**src/rtl/uart_rx_ctrl.sv**
```systemverilog
// UART receive sequencer: line synchronizer, oversampling prescaler, start/data/stop
// framing FSM and a single-entry valid/ready output register with status pulses.
module uart_rx_ctrl #(
  parameter int unsigned DATA_BITS = 8,
  parameter int unsigned OVS       = 16,
  parameter int unsigned DIV_W     = 16
) (
  input  logic                 clk,
  input  logic                 rx_arst_n,
  input  logic                 rx_rst,
  input  logic                 rx_en,
  input  logic                 rx,
  input  logic [DIV_W-1:0]     baud_div,
  output logic [DATA_BITS-1:0] rx_data,
  output logic                 rx_valid,
  input  logic                 rx_ready,
  output logic                 busy_flag,
  output logic                 done_flag,
  output logic                 err_flag,
  output logic                 overrun_flag
);

  localparam int unsigned SMP_W = $clog2(OVS);
  localparam int unsigned BIT_W = $clog2(DATA_BITS + 1);
  localparam logic [SMP_W-1:0] SMP_MID  = SMP_W'(OVS / 2 - 1);
  localparam logic [SMP_W-1:0] SMP_LAST = SMP_W'(OVS - 1);
  localparam logic [BIT_W-1:0] BIT_LAST = BIT_W'(DATA_BITS - 1);

  typedef enum logic [1:0] {IDLE, START, DATA, STOP} state_t;

  state_t                 state_q, state_d;
  logic                   rx_m, rx_s, rx_s_d;
  logic [DIV_W-1:0]       presc_q, presc_d;
  logic [SMP_W-1:0]       sample_q, sample_d;
  logic [BIT_W-1:0]       bit_q, bit_d;
  logic [DATA_BITS-1:0]   shift_q, shift_d;
  logic [DATA_BITS-1:0]   data_d;
  logic                   valid_d, done_d, err_d, ovr_d;
  logic                   tick;
  logic                   fall;

  assign tick = (presc_q == baud_div);
  assign fall = rx_s_d & ~rx_s;

  // Two-flop synchronizer plus one delay stage for edge detection
  always_ff @(posedge clk or negedge rx_arst_n) begin
    if (!rx_arst_n) begin
      rx_m   <= 1'b1;
      rx_s   <= 1'b1;
      rx_s_d <= 1'b1;
    end else if (rx_rst) begin
      rx_m   <= 1'b1;
      rx_s   <= 1'b1;
      rx_s_d <= 1'b1;
    end else begin
      rx_m   <= rx;
      rx_s   <= rx_m;
      rx_s_d <= rx_s;
    end
  end

  // Next-state and datapath
  always_comb begin
    state_d  = state_q;
    presc_d  = tick ? '0 : presc_q + DIV_W'(1);
    sample_d = sample_q;
    bit_d    = bit_q;
    shift_d  = shift_q;
    data_d   = rx_data;
    valid_d  = rx_valid & ~rx_ready;
    done_d   = 1'b0;
    err_d    = 1'b0;
    ovr_d    = overrun_flag;

    case (state_q)
      IDLE: begin
        if (fall && rx_en) begin
          state_d  = START;
          presc_d  = '0;
          sample_d = '0;
        end
      end
      START: begin
        if (tick) begin
          if (sample_q == SMP_MID) begin
            sample_d = '0;
            bit_d    = '0;
            state_d  = rx_s ? IDLE : DATA;
          end else begin
            sample_d = sample_q + SMP_W'(1);
          end
        end
      end
      DATA: begin
        if (tick) begin
          if (sample_q == SMP_LAST) begin
            sample_d = '0;
            shift_d  = {rx_s, shift_q[DATA_BITS-1:1]};
            bit_d    = bit_q + BIT_W'(1);
            if (bit_q == BIT_LAST) state_d = STOP;
          end else begin
            sample_d = sample_q + SMP_W'(1);
          end
        end
      end
      STOP: begin
        if (tick) begin
          if (sample_q == SMP_LAST) begin
            state_d  = IDLE;
            sample_d = '0;
            if (!rx_s) begin
              err_d = 1'b1;
            end else if (!rx_valid || rx_ready) begin
              // a load in the same cycle as a read keeps rx_valid set
              data_d  = shift_q;
              valid_d = 1'b1;
              done_d  = 1'b1;
            end else begin
              ovr_d = 1'b1;
            end
          end else begin
            sample_d = sample_q + SMP_W'(1);
          end
        end
      end
      default: state_d = IDLE;
    endcase

    // Disabling the receiver mid-frame silently abandons the frame
    if (state_q != IDLE && !rx_en) begin
      state_d  = IDLE;
      sample_d = '0;
      data_d   = rx_data;
      valid_d  = rx_valid & ~rx_ready;
      done_d   = 1'b0;
      err_d    = 1'b0;
      ovr_d    = overrun_flag;
    end

    if (rx_rst) begin
      state_d  = IDLE;
      presc_d  = '0;
      sample_d = '0;
      bit_d    = '0;
      shift_d  = '0;
      data_d   = '0;
      valid_d  = 1'b0;
      done_d   = 1'b0;
      err_d    = 1'b0;
      ovr_d    = 1'b0;
    end
  end

  // State and output registers
  always_ff @(posedge clk or negedge rx_arst_n) begin
    if (!rx_arst_n) begin
      state_q      <= IDLE;
      presc_q      <= '0;
      sample_q     <= '0;
      bit_q        <= '0;
      shift_q      <= '0;
      rx_data      <= '0;
      rx_valid     <= 1'b0;
      busy_flag    <= 1'b0;
      done_flag    <= 1'b0;
      err_flag     <= 1'b0;
      overrun_flag <= 1'b0;
    end else begin
      state_q      <= state_d;
      presc_q      <= presc_d;
      sample_q     <= sample_d;
      bit_q        <= bit_d;
      shift_q      <= shift_d;
      rx_data      <= data_d;
      rx_valid     <= valid_d;
      busy_flag    <= (state_d != IDLE);
      done_flag    <= done_d;
      err_flag     <= err_d;
      overrun_flag <= ovr_d;
    end
  end

endmodule

```
**config.mk**
```make
export PLATFORM = sky130hd
export DESIGN_NAME = uart_rx_ctrl
export DESIGN_NICKNAME = d
export VERILOG_FILES = /design/src/rtl/uart_rx_ctrl.sv
export SDC_FILE = /design/constraint.sdc
export NUM_CORES = 1
export LEC_CHECK = 0
export ABC_AREA = 0
export CAP_MARGIN = 20
export CORE_MARGIN = 2
export CORE_UTILIZATION = 55
export CTS_BUF_LIST = sky130_fd_sc_hd__clkbuf_16
export DETAILED_ROUTE_END_ITERATION = 10
export GPL_TIMING_DRIVEN = 0
export PLACE_DENSITY = 0.79
export SYNTH_ARGS = -nofsm -noshare
export SYNTH_HDL_FRONTEND = slang
export SYNTH_SLANG_ARGS = --single-unit
```
**constraint.sdc**
```tcl
create_clock -name clk -period 2.5 [get_ports clk]
set_input_delay 0.25 -clock clk [delete_from_list [all_inputs] [get_ports clk]]
set_output_delay 0.25 -clock clk [all_outputs]
set_load 0.02 [all_outputs]
```
==> results.txt, run 1 <==
----------------------------------------------------
[Synth]
  Net count after synthesis ... 300
  Number of warning messages in the yosys log ... 0
  Sequential fraction of the synthesis area ... 45.6%
  Flop and latch count out of synthesis ... 50
  Number of synthesized flops with an enable pin ... 0
  Post-synthesis async set-or-reset flop share ... 100%
  Synth Instances ... 275
  Prevailing post-synth register cell ... sky130_fd_sc_hd__dfrtp_1
  Summed instance area of the synthesized netlist ... 2750 um2
  Post-Synthesis Mean Instance Area ... 10.0 um2
  Distinct cells, synth ... 50

[Timing]
  Unrepaired setup endpoints after global routing ... no
  Setup Total Neg Slack ... 0 ps
  Skew final ... 5.22 ps
  Number of hold-slack violations in the final timing report ... 0
  Time the worst path needs with I/O delays and setup ... 2240 ps
  Final period utilization ... 89.8%
  Pin slew with the least headroom to its limit ... 556 ps
  Number of slew-limit violations in the final report ... 0
  Worst-case headroom to the max-slew limit ... 62.9%
  Final setup fails ... 0
  Peak clock frequency supported by timing ... 446 MHz
  Final critical-path setup slack ... 256 ps

[Placed design]
  Placed Instance Area ... 3190 um2
  DP Wirelength ... 4.33 mm
  Port Buffer Count ... 34
  Setup slack at placement ... 29.9 ps
  GPL Wtd Cong ... 0.832

[Detailed routing]
  Initial DRC count ... 171
  Post-route DRC ... 0
  ANT nets after route ... 0
  Pre-antenna DRT Iters ... 5
  Total via count in the routed design ... 2,167
  Post-detailed-routing wire length ... 6.13 mm
  Mean routed wirelength per cell ... 15.9 um
  Post-DR vias/cell ... 5.61

[Cells and area]
  Design area ... 3360 um2
  Area Growth Syn to Fin ... 21.9%
  Most frequent cells in the layout ... 47 x sky130_fd_sc_hd__dfrtp_1, 33 x sky130_fd_sc_hd__clkdlybuf4s50_1, 28 x sky130_fd_sc_hd__nor2_1
  Total number of nets in the final design ... 343
  Share of layout cells above drive strength 1 ... 11.3%
  Leading cell type in the layout, fill and taps excluded ... sky130_fd_sc_hd__dfrtp_1
  Diode count ... 0

[Clocking]
  Buffers inserted by post-CTS timing repair ... 0
  Clock Tree Buf Depth ... 2
  Quantity of gates resized following cts ... 0
  H-tree Lvls ... 2
  CTS tree ... done
  Clock insertion delay at the later pin of the skew report ... 290 ps
  Clock sink count ... 50
  Post-CTS clock slew at the launch and capture registers of the worst setup and hold paths ... 70 ps
  Root buffer cell ... sky130_fd_sc_hd__clkbuf_16
  CTS buffer count ... 5

[Critical path]
  Startpoint class of the critical path ... flop
  Cell depth of the worst flop-to-flop path ... 6
  Cell-by-cell trace of the critical path ... xor2_1 -> nor4_2 -> nand4_1 -> nand2_1 -> buf_2 -> nor2_1
  WP data arrival ... 2420 ps
  Worst setup path start ... presc_q[12]
  Max FO, Critical Path ... 10
  Worst path required time ... 2680 ps
  Endpoint class of the critical path ... flop
  Worst setup path category ... reg -> reg
  Standard cell with the maximum stage delay on the critical path ... sky130_fd_sc_hd__nand4_1
  Largest incremental delay on the critical path ... 440 ps
  Critical R2R Launch ... presc_q[12]

[Global routing]
  Number of global-route vias before repair ... 2,131
  Number of antenna violations at the first check in global routing ... 0
  Wire length of the first global-routing pass ... 10.2 mm
  Largest net degree at the start of global routing ... 40
  Aggregate global-route resource usage ... 24.4%
  GRT Residual Overflow ... 0

[Die]
  Die area ... 5590 um2
  DIE WIDTH ... 74.8 um
  Cell row count ... 25
  Height of the chip ... 74.8 um
  Boundary Pins ... 35
  Core region area ... 4790 um2
  Initial Util ... 57.5%

[Job]
  Number of max-cap violations ... 0

[Min path]
  Type of the tightest min-delay check ... in -> async

[Status]
  Result of the run ... finished, final reports clean

[Pwr]
  Final Total Pwr ... 1.66 mW
  Leakage power summed over all cells ... 1.44 nW
  Pwr/cell area ... 494 nW/um2
  Worst IR drop on VDD ... 0.392 mV

----------------------------------------------------
kinds of logic after synthesis:
| kind of cell | share of synthesized area (%) |
|---|---|
| AO/OA/AOI/OAI | 10.6 |
| XOR/XNOR | 9.54 |
| adder cells (fa/ha/maj) | 1.36 |
| buffers and inverters | 3.73 |
| flip-flops | 45.6 |
| multiplexers | 4.23 |
| AND/OR/NAND/NOR | 25.0 |
flip-flops by register name, indices dropped and copies added, names as in the netlist:
register      flops
bit_q             4
busy_flag         1
done_flag         1
err_flag          1
overrun_flag      1
presc_q          16
rx_data           8
rx_m              1
rx_s              1
rx_s_d            1
rx_valid          1
sample_q          4
shift_q           8
state_q           2
final timing paths:
check | to | slack [ps]
setup / recovery | presc_q[14] | 260
max in group asynchronous | rx_m | 1560
hold reg to reg | presc_q[0] | 510
hold / removal | sample_q[1] | 380
min in group clk | presc_q[0] | 510
setup reg to reg | presc_q[14] | 260
Yosys cell counts, drive strengths merged, types with 2 or more instances:
cell type,instances,share of area [%]
nor3,5,0.91
a31oi,5,1.1
nand3,14,3.4
and2,3,0.68
nor2,28,3.8
clkbuf,9,1.2
nand4,13,3.0
a21oi,13,2.4
xor2,23,7.3
buf,7,2.1
mux2i,9,3.3
or2,3,0.68
nor2b,6,1.4
dfstp,3,2.9
o21ai,13,2.4
dfrtp,47,43
ha,3,1.4
and3,8,1.8
a31o,2,0.64
mux2,2,0.95
nand2b,11,2.5
xnor2,7,2.2
nor4,4,1.8
inv,3,0.41
and4,3,0.95
nand2,13,1.8
repair_timing:
item | 4_1_cts | 5_1_grt
hold buffers | 1 | 0
hold endpoints to repair | 11 | 0
setup endpoints to repair | 0 | 0
critical path: cells and delay by family (launching register included):
kind,cells,cell delay (ps)
simple gates,4,1250
buf+inv,1,280
xor+xnor,1,170
flops,1,430
metrics by stage:
step | hold slack, ps | instances | utilization [%]
final | 376 | 386 | 70.1
after global routing | 429 | 386 | 70.1
after CTS | 389 | 386 | 70.1
after detailed placement | 163 | 377 | 66.7
after global placement | 481 | 376 | 66.4
after floorplan | -45.6 | 275 | -
where the power goes:
| group | switching, mW | internal, mW |
|---|---|---|
| Clock | 0.325 | 0.384 |
| Combinational | 0.0653 | 0.0606 |
| Sequential | 0.00795 | 0.817 |
| Total | 0.399 | 1.26 |
final cells by class:
cell class	count	area [um2]
fillers	365	1430
multi-input cells	206	1400
flip-flops and latches	50	1250
repair buffers	36	365
clock buffers	5	125
plain buffers	16	91.3
well taps	67	83.8
clock inverters	3	28.8
inverters	3	11.3
metal layers:
layer / part of all wire [%] / vias to the layer above / GRT usage (%)
li1: - / 1063 / -
met1: 46 / 1044 / 33.5
met2: 48 / 50 / 39.0
met3: 4.4 / 10 / 4.55
met4: 1.4 / 0 / 8.73
met5: 0 / - / 0
Power figures use the tool's default switching activity.
==> run 2, diff against run 1 <==
--- a/config.mk
+++ b/config.mk
@@ -5,7 +5,7 @@
 export SDC_FILE = /design/constraint.sdc
 export NUM_CORES = 1
 export LEC_CHECK = 0
-export ABC_AREA = 0
+export ABC_AREA = 1
 export CAP_MARGIN = 20
 export CORE_MARGIN = 2
 export CORE_UTILIZATION = 55
@@ -13,6 +13,7 @@
 export DETAILED_ROUTE_END_ITERATION = 10
 export GPL_TIMING_DRIVEN = 0
 export PLACE_DENSITY = 0.79
+export SKIP_CTS_REPAIR_TIMING = 1
 export SYNTH_ARGS = -nofsm -noshare
 export SYNTH_HDL_FRONTEND = slang
 export SYNTH_SLANG_ARGS = --single-unit
==> results.txt, run 2 <==
----------------------------------------------------
[Status]
  Result of the run ... finished, final reports clean (unchanged)

[Critical path]
  WP data arrival ... 2070 ps (was 2420 ps)
  Max FO, Critical Path ... 5 (was 10)
  Startpoint class of the critical path ... flop (unchanged)
  Endpoint class of the critical path ... flop (unchanged)
  Worst path required time ... 2710 ps (was 2680 ps)
  Worst setup path category ... reg -> reg (unchanged)

[Cells and area]
  Layout fillers ... 400 (was 365)
  Largest register by flop count ... presc_q (unchanged)
  Post-route core utilization ... 70.5% (was 70.1%)
  Total number of nets in the final design ... 436 (was 343)
  Leading registers by flop count ... presc_q: 16 flops, rx_data: 8 flops, shift_q: 8 flops (unchanged)
  Number of flip-flops in the largest register ... 16 (unchanged)
  Design area ... 3350 um2 (was 3360 um2)
  Diode count ... 0 (unchanged)
  Leading cell type in the layout, fill and taps excluded ... sky130_fd_sc_hd__nand2_1 (was sky130_fd_sc_hd__dfrtp_1)
  Area Growth Syn to Fin ... 22.2% (was 21.9%)
  Most frequent cells in the layout ... 118 x sky130_fd_sc_hd__nand2_1, 47 x sky130_fd_sc_hd__dfrtp_1, 45 x sky130_fd_sc_hd__inv_1 (was 47 x sky130_fd_sc_hd__dfrtp_1, 33 x sky130_fd_sc_hd__clkdlybuf4s50_1, 28 x sky130_fd_sc_hd__nor2_1)
  Share of layout cells above drive strength 1 ... 13.8% (was 11.3%)

[Timing]
  Time the worst path needs with I/O delays and setup ... 1860 ps (was 2240 ps)
  Worst-case headroom to the max-slew limit ... 67.0% (was 62.9%)
  Final period utilization ... 74.5% (was 89.8%)
  Number of hold-slack violations in the final timing report ... 0 (unchanged)
  Final setup fails ... 0 (unchanged)
  Final critical-path setup slack ... 637 ps (was 256 ps)
  Unrepaired setup endpoints after global routing ... no (unchanged)
  Skew final ... 6.22 ps (was 5.22 ps)
  Peak clock frequency supported by timing ... 537 MHz (was 446 MHz)
  Number of slew-limit violations in the final report ... 0 (unchanged)
  Worst Hold Margin ... 245 ps (was 376 ps)
  Pin slew with the least headroom to its limit ... 491 ps (was 556 ps)

[Detailed routing]
  ANT nets after route ... 0 (unchanged)
  Post-DR vias/cell ... 4.96 (was 5.61)
  Pre-antenna DRT Iters ... 5 (unchanged)
  Post-detailed-routing wire length ... 5.38 mm (was 6.13 mm)
  Mean routed wirelength per cell ... 11.2 um (was 15.9 um)
  Initial DRC count ... 168 (was 171)
  Post-route DRC ... 0 (unchanged)
  Total via count in the routed design ... 2,377 (was 2,167)

[Pwr]
  Leakage power summed over all cells ... 1.65 nW (was 1.44 nW)
  Final Total Pwr ... 1.75 mW (was 1.66 mW)
  Pwr/cell area ... 522 nW/um2 (was 494 nW/um2)
  Worst IR drop on VDD ... 0.358 mV (was 0.392 mV)

[Synth]
  Summed instance area of the synthesized netlist ... 2740 um2 (was 2750 um2)
  Post-synthesis adder-cell area fraction ... 1.37% (was 1.36%)
  Top post-synthesis cells by count ... 118 x sky130_fd_sc_hd__nand2_1, 47 x sky130_fd_sc_hd__dfrtp_1, 45 x sky130_fd_sc_hd__inv_1 (was 47 x sky130_fd_sc_hd__dfrtp_1, 28 x sky130_fd_sc_hd__nor2_1, 23 x sky130_fd_sc_hd__xor2_1)
  Post-synthesis cell type with the largest combined area ... sky130_fd_sc_hd__dfrtp_1 (unchanged)
  Ranking of synthesized cells by area ... sky130_fd_sc_hd__dfrtp_1 43%, sky130_fd_sc_hd__nand2_1 16%, sky130_fd_sc_hd__inv_1 6.2%, sky130_fd_sc_hd__nor2_1 6.0%, sky130_fd_sc_hd__o21ai_0 3.8% (was sky130_fd_sc_hd__dfrtp_1 43%, sky130_fd_sc_hd__xor2_1 7.3%, sky130_fd_sc_hd__nor2_1 3.8%, sky130_fd_sc_hd__mux2i_1 3.3%, sky130_fd_sc_hd__nand4_1 3.0%)
  Multiplexer share of the synthesized area ... 0% (was 4.23%)
  Flop and latch count out of synthesis ... 50 (unchanged)
  Dominant combinational cell family by area after synthesis ... simple AND/OR/NAND/NOR gates (unchanged)
  Post-Synthesis Mean Instance Area ... 7.44 um2 (was 10.0 um2)
  Share of synthesized cell area in and, or, nand and nor gates ... 33.6% (was 25.0%)
  Distinct cells, synth ... 33 (was 50)
  Sequential fraction of the synthesis area ... 45.7% (was 45.6%)
  Net count after synthesis ... 394 (was 300)
  Number of warning messages in the yosys log ... 0 (unchanged)
  Synth Instances ... 369 (was 275)
  Fraction of synthesized cell area taken by the top area cell type ... 42.9% (was 42.7%)
  Number of synthesized flops with an enable pin ... 0 (unchanged)
  Prevailing post-synth register cell ... sky130_fd_sc_hd__dfrtp_1 (unchanged)
  Most common cell in the synthesized netlist ... sky130_fd_sc_hd__nand2_1 (was sky130_fd_sc_hd__dfrtp_1)
  Compound-cell area share of the yosys netlist ... 9.30% (was 10.6%)
  Post-synthesis share of cell area spent on xor and xnor gates ... 1.28% (was 9.54%)
  Post-synthesis async set-or-reset flop share ... 100% (unchanged)

[Clocking]
  Clock Tree Buf Depth ... 2 (unchanged)
  CTS tree ... done (unchanged)
  Clock insertion delay at the later pin of the skew report ... 290 ps (about the same)
  Root buffer cell ... sky130_fd_sc_hd__clkbuf_16 (unchanged)
  CTS buffer count ... 5 (unchanged)
  Post-CTS clock slew at the launch and capture registers of the worst setup and hold paths ... 70 ps (about the same)
  H-tree Lvls ... 2 (unchanged)
  Clock sink count ... 50 (unchanged)

[Placed design]
  Port Buffer Count ... 33 (was 34)
  Placed Instance Area ... 3170 um2 (was 3190 um2)
  DP Wirelength ... 4.03 mm (was 4.33 mm)
  Setup slack at placement ... 469 ps (was 29.9 ps)
  GPL Wtd Cong ... 0.885 (was 0.832)

[Global routing]
  Largest net degree at the start of global routing ... 37 (was 40)
  GRT Residual Overflow ... 0 (unchanged)
  Number of global-route vias before repair ... 2,367 (was 2,131)
  Wire length of the first global-routing pass ... 9.93 mm (was 10.2 mm)
  Number of antenna violations at the first check in global routing ... 0 (unchanged)
  Aggregate global-route resource usage ... 22.8% (was 24.4%)

[Job]
  Number of max-cap violations ... 0 (unchanged)

[Die]
  Initial Util ... 57.7% (was 57.5%)
  Boundary Pins ... 35 (unchanged)
  Die area ... 5570 um2 (was 5590 um2)
  Height of the chip ... 74.6 um (was 74.8 um)
  DIE WIDTH ... 74.6 um (was 74.8 um)
  Core region area ... 4750 um2 (was 4790 um2)
  Cell row count ... 25 (unchanged)

[Min path]
  Type of the tightest min-delay check ... in -> reg (was in -> async)

----------------------------------------------------
## run 2: metal layers
metal	wire length, um	share of wire [%]	track usage, %	up-vias
li1	-	-	-	1228
met1	2500	46	29.8	1103
met2	2640	49	39.1	39
met3	169	3.1	3.61	7
met4	72	1.3	7.34	0
met5	0	0	0	-
## run 2: layout make-up
| class | instances | area, um2 | share of cell area [%] |
|---|---|---|---|
| plain buffers | 6 | 37.5 | 1.12 |
| clock inverters | 3 | 43.8 | 1.31 |
| multi-input cells | 259 | 1250 | 37.3 |
| clock buffers | 5 | 125 | 3.73 |
| inverters | 54 | 203 | 6.05 |
| flip-flops and latches | 50 | 1250 | 37.4 |
| repair buffers | 35 | 355 | 10.6 |
| well taps | 67 | 83.8 | 2.50 |
## run 2: logic make-up (layout without fill, tap and decap cells)
| logic type | after synthesis | after routing |
|---|---|---|
| compound gates | 42 | 42 |
| xor+xnor | 4 | 4 |
| flops | 50 | 50 |
| simple gates | 210 | 210 |
| fa+ha+maj | 3 | 3 |
| buf+inv | 60 | 103 |
## run 2: path summary, 6_finish.rpt
path	from	endpoint	slack, ps	cells after the start
min in group asynchronous	rx_arst_n	presc_q[2]	390	2
worst min register to register	rx_data[3]	rx_data[3]	480	2
worst max-delay path	presc_q[0]	presc_q[12]	640	8
max in group asynchronous	rx_arst_n	rx_s	1540	3
worst min-delay path	rx_rst	overrun_flag	250	2
worst max register to register	presc_q[0]	presc_q[12]	640	8
## run 2: power by group
part / internal [mW] / switching (mW)
clock: 0.474 / 0.301
sequential: 0.818 / 0.00745
combinational: 0.0633 / 0.0851
total: 1.36 / 0.394
## run 2: critical path: stages (launching register included)
cell	delay (ps)
sky130_fd_sc_hd__dfrtp_1	410
sky130_fd_sc_hd__ha_1	210
sky130_fd_sc_hd__nand3_1	110
sky130_fd_sc_hd__nor2_1	180
sky130_fd_sc_hd__nand2_1	100
sky130_fd_sc_hd__nor2_2	170
sky130_fd_sc_hd__nand4_1	220
sky130_fd_sc_hd__o21ai_0	200
sky130_fd_sc_hd__nor3b_2	190
## run 2: metrics by stage
step           setup TNS (ps)  instances
5_1_grt                     0        479
2_1_floorplan               0        369
3_3_place_gp           -13160        469
3_5_place_dp                0        470
4_1_cts                     0        478
6_report                    0        479
==> run 3, diff against run 2 <==
==> constraint.sdc (replaced) <==
create_clock -name clk -period 1.85 [get_ports clk]
set_input_delay 0.185 -clock clk [delete_from_list [all_inputs] [get_ports clk]]
set_output_delay 0.185 -clock clk [all_outputs]
set_load 0.02 [all_outputs]
==> results.txt, run 3 (same netlist as run 2, synthesis figures left out) <==
----------------------------------------------------
[Pwr]
  Worst IR drop on VDD ... 0.480 mV (was 0.358 mV)
  Pwr/cell area ... 682 nW/um2 (was 522 nW/um2)
  Leakage power summed over all cells ... 1.69 nW (was 1.65 nW)

[Placed design]
  Port Buffer Count ... 33 (unchanged)
  GPL Wtd Cong ... 0.885 (unchanged)
  DP Wirelength ... 4.03 mm (unchanged)
  Placed Instance Area ... 3170 um2 (unchanged)

[Detailed routing]
  Total via count in the routed design ... 2,437 (was 2,377)
  Mean routed wirelength per cell ... 11.6 um (was 11.2 um)
  ANT nets after route ... 0 (unchanged)
  Pre-antenna DRT Iters ... 4 (was 5)
  Post-detailed-routing wire length ... 5.66 mm (was 5.38 mm)
  Initial DRC count ... 122 (was 168)
  Post-DR vias/cell ... 5.00 (was 4.96)
  Post-route DRC ... 0 (unchanged)

[Die]
  Die area ... 5570 um2 (unchanged)
  Initial Util ... 57.7% (unchanged)
  Core region area ... 4750 um2 (unchanged)
  Cell row count ... 25 (unchanged)
  DIE WIDTH ... 74.6 um (unchanged)
  Height of the chip ... 74.6 um (unchanged)
  Boundary Pins ... 35 (unchanged)

[Cells and area]
  Layout fillers ... 373 (was 400)
  Diode count ... 0 (unchanged)
  Share of layout cells above drive strength 1 ... 19.3% (was 13.8%)
  Largest register by flop count ... presc_q (unchanged)
  Design area ... 3490 um2 (was 3350 um2)
  Number of flip-flops in the largest register ... 16 (unchanged)
  Leading cell type in the layout, fill and taps excluded ... sky130_fd_sc_hd__nand2_1 (unchanged)
  Total number of nets in the final design ... 444 (was 436)
  Post-route core utilization ... 73.3% (was 70.5%)
  Most frequent cells in the layout ... 116 x sky130_fd_sc_hd__nand2_1, 43 x sky130_fd_sc_hd__inv_1, 43 x sky130_fd_sc_hd__dfrtp_1 (was 118 x sky130_fd_sc_hd__nand2_1, 47 x sky130_fd_sc_hd__dfrtp_1, 45 x sky130_fd_sc_hd__inv_1)
  Leading registers by flop count ... presc_q: 16 flops, rx_data: 8 flops, shift_q: 8 flops (unchanged)
  Area Growth Syn to Fin ... 27.0% (was 22.2%)

[Critical path]
  Worst setup path start ... presc_q[1] (was presc_q[0])
  Max FO, Critical Path ... 5 (unchanged)
  Startpoint class of the critical path ... flop (unchanged)
  Worst path required time ... 2030 ps (was 2710 ps)
  FF-to-FF End ... presc_q[14] (was presc_q[12])
  Worst R2R Setup Slack ... 100 ps (was 640 ps)
  Cell depth of the worst flop-to-flop path ... 9 (was 8)
  Endpoint class of the critical path ... flop (unchanged)
  WP data arrival ... 1930 ps (was 2070 ps)
  Worst setup path category ... reg -> reg (unchanged)
  Critical R2R Launch ... presc_q[1] (was presc_q[0])

[Global routing]
  Aggregate global-route resource usage ... 22.8% (unchanged)
  GRT Residual Overflow ... 0 (unchanged)
  Number of global-route vias before repair ... 2,367 (unchanged)
  Number of antenna violations at the first check in global routing ... 0 (unchanged)
  Largest net degree at the start of global routing ... 37 (unchanged)
  Wire length of the first global-routing pass ... 9.93 mm (unchanged)

[Clocking]
  Clock Tree Buf Depth ... 2 (unchanged)
  Root buffer cell ... sky130_fd_sc_hd__clkbuf_16 (unchanged)
  CTS tree ... done (unchanged)
  Clock insertion delay at the later pin of the skew report ... 290 ps (about the same)
  H-tree Lvls ... 2 (unchanged)
  Post-CTS clock slew at the launch and capture registers of the worst setup and hold paths ... 70 ps (about the same)
  Clock sink count ... 50 (unchanged)
  CTS buffer count ... 5 (unchanged)

[Timing]
  Number of slew-limit violations in the final report ... 0 (unchanged)
  Worst Hold Margin ... 194 ps (was 245 ps)
  Peak clock frequency supported by timing ... 570 MHz (was 537 MHz)
  Pin slew with the least headroom to its limit ... 395 ps (was 491 ps)
  Worst-case headroom to the max-slew limit ... 73.7% (was 67.0%)
  Time the worst path needs with I/O delays and setup ... 1750 ps (was 1860 ps)
  Final setup fails ... 0 (unchanged)
  Number of hold-slack violations in the final timing report ... 0 (unchanged)
  Skew final ... 5.35 ps (was 6.22 ps)
  Final period utilization ... 94.8% (was 74.5%)

[Status]
  Result of the run ... finished, final reports clean (unchanged)

[Min path]
  Type of the tightest min-delay check ... in -> reg (unchanged)
  Critical hold path startpoint ... rx_rst (unchanged)
  Hold Path Cell Cnt ... 2 (unchanged)
  Worst-case hold path end point ... overrun_flag (unchanged)

[Job]
  Number of max-cap violations ... 0 (unchanged)

----------------------------------------------------
run 3: changes by cell type in the layout (fill, tap and decap cells not counted), sizes merged:
cell | previous run | this run
buf | 7 | 15
run 3: stage by stage:
step / power, mW / worst slack, ps / TNS [ps] / instances
final: 2.38 / 96.9 / 0 / 487
after global routing: 2.46 / -33.6 / -40.2 / 487
after CTS: 2.38 / -28.7 / -33.8 / 478
after detailed placement: 1.34 / -116 / -1900 / 470
after global placement: 1.33 / -868 / -42690 / 469
after floorplan: 1.24 / 231 / 0 / 369
run 3: final cells by class:
cell class / count / area, um2 / area share [%]
multi-input combinational: 259 / 1320 / 37.7
sequential: 50 / 1260 / 36.1
timing repair buffer: 43 / 415 / 11.9
inverter: 54 / 203 / 5.81
clock buffer: 5 / 125 / 3.59
tap: 67 / 83.8 / 2.40
clock inverter: 3 / 43.8 / 1.26
buffer: 6 / 40.0 / 1.15
run 3: how the worst max path moves through the flow:
stage	to	slack (ps)
2_1_floorplan	rx_data[7]	230
3_3_place_gp	rx_data[3]	-870
3_5_place_dp	rx_data[7]	-120
4_1_cts	presc_q[12]	-30
5_1_grt	presc_q[14]	-30
6_report	presc_q[14]	100
run 3: worst max-delay path, cell delays in order (launching register included):
cell and delay [ps]:
sky130_fd_sc_hd__dfrtp_1 440, sky130_fd_sc_hd__ha_4 180, sky130_fd_sc_hd__nand3_4 90, sky130_fd_sc_hd__nor2_4 140
sky130_fd_sc_hd__nand2_2 80, sky130_fd_sc_hd__nor2_4 130, sky130_fd_sc_hd__nand4_1 220, sky130_fd_sc_hd__buf_4 210
sky130_fd_sc_hd__nor3_2 90, sky130_fd_sc_hd__nor3_1 60
run 3: power by group:
group | switching [mW] | internal (mW)
Sequential | 0.0136 | 1.11
Clock | 0.404 | 0.640
Combinational | 0.121 | 0.0931
run 3: layer usage:
layer	vias up	wire length [um]	GRT usage [%]
met5	-	0	0
met4	0	100	7.34
met3	9	192	3.61
met2	47	2850	39.1
met1	1131	2520	29.8
li1	1250	-	-
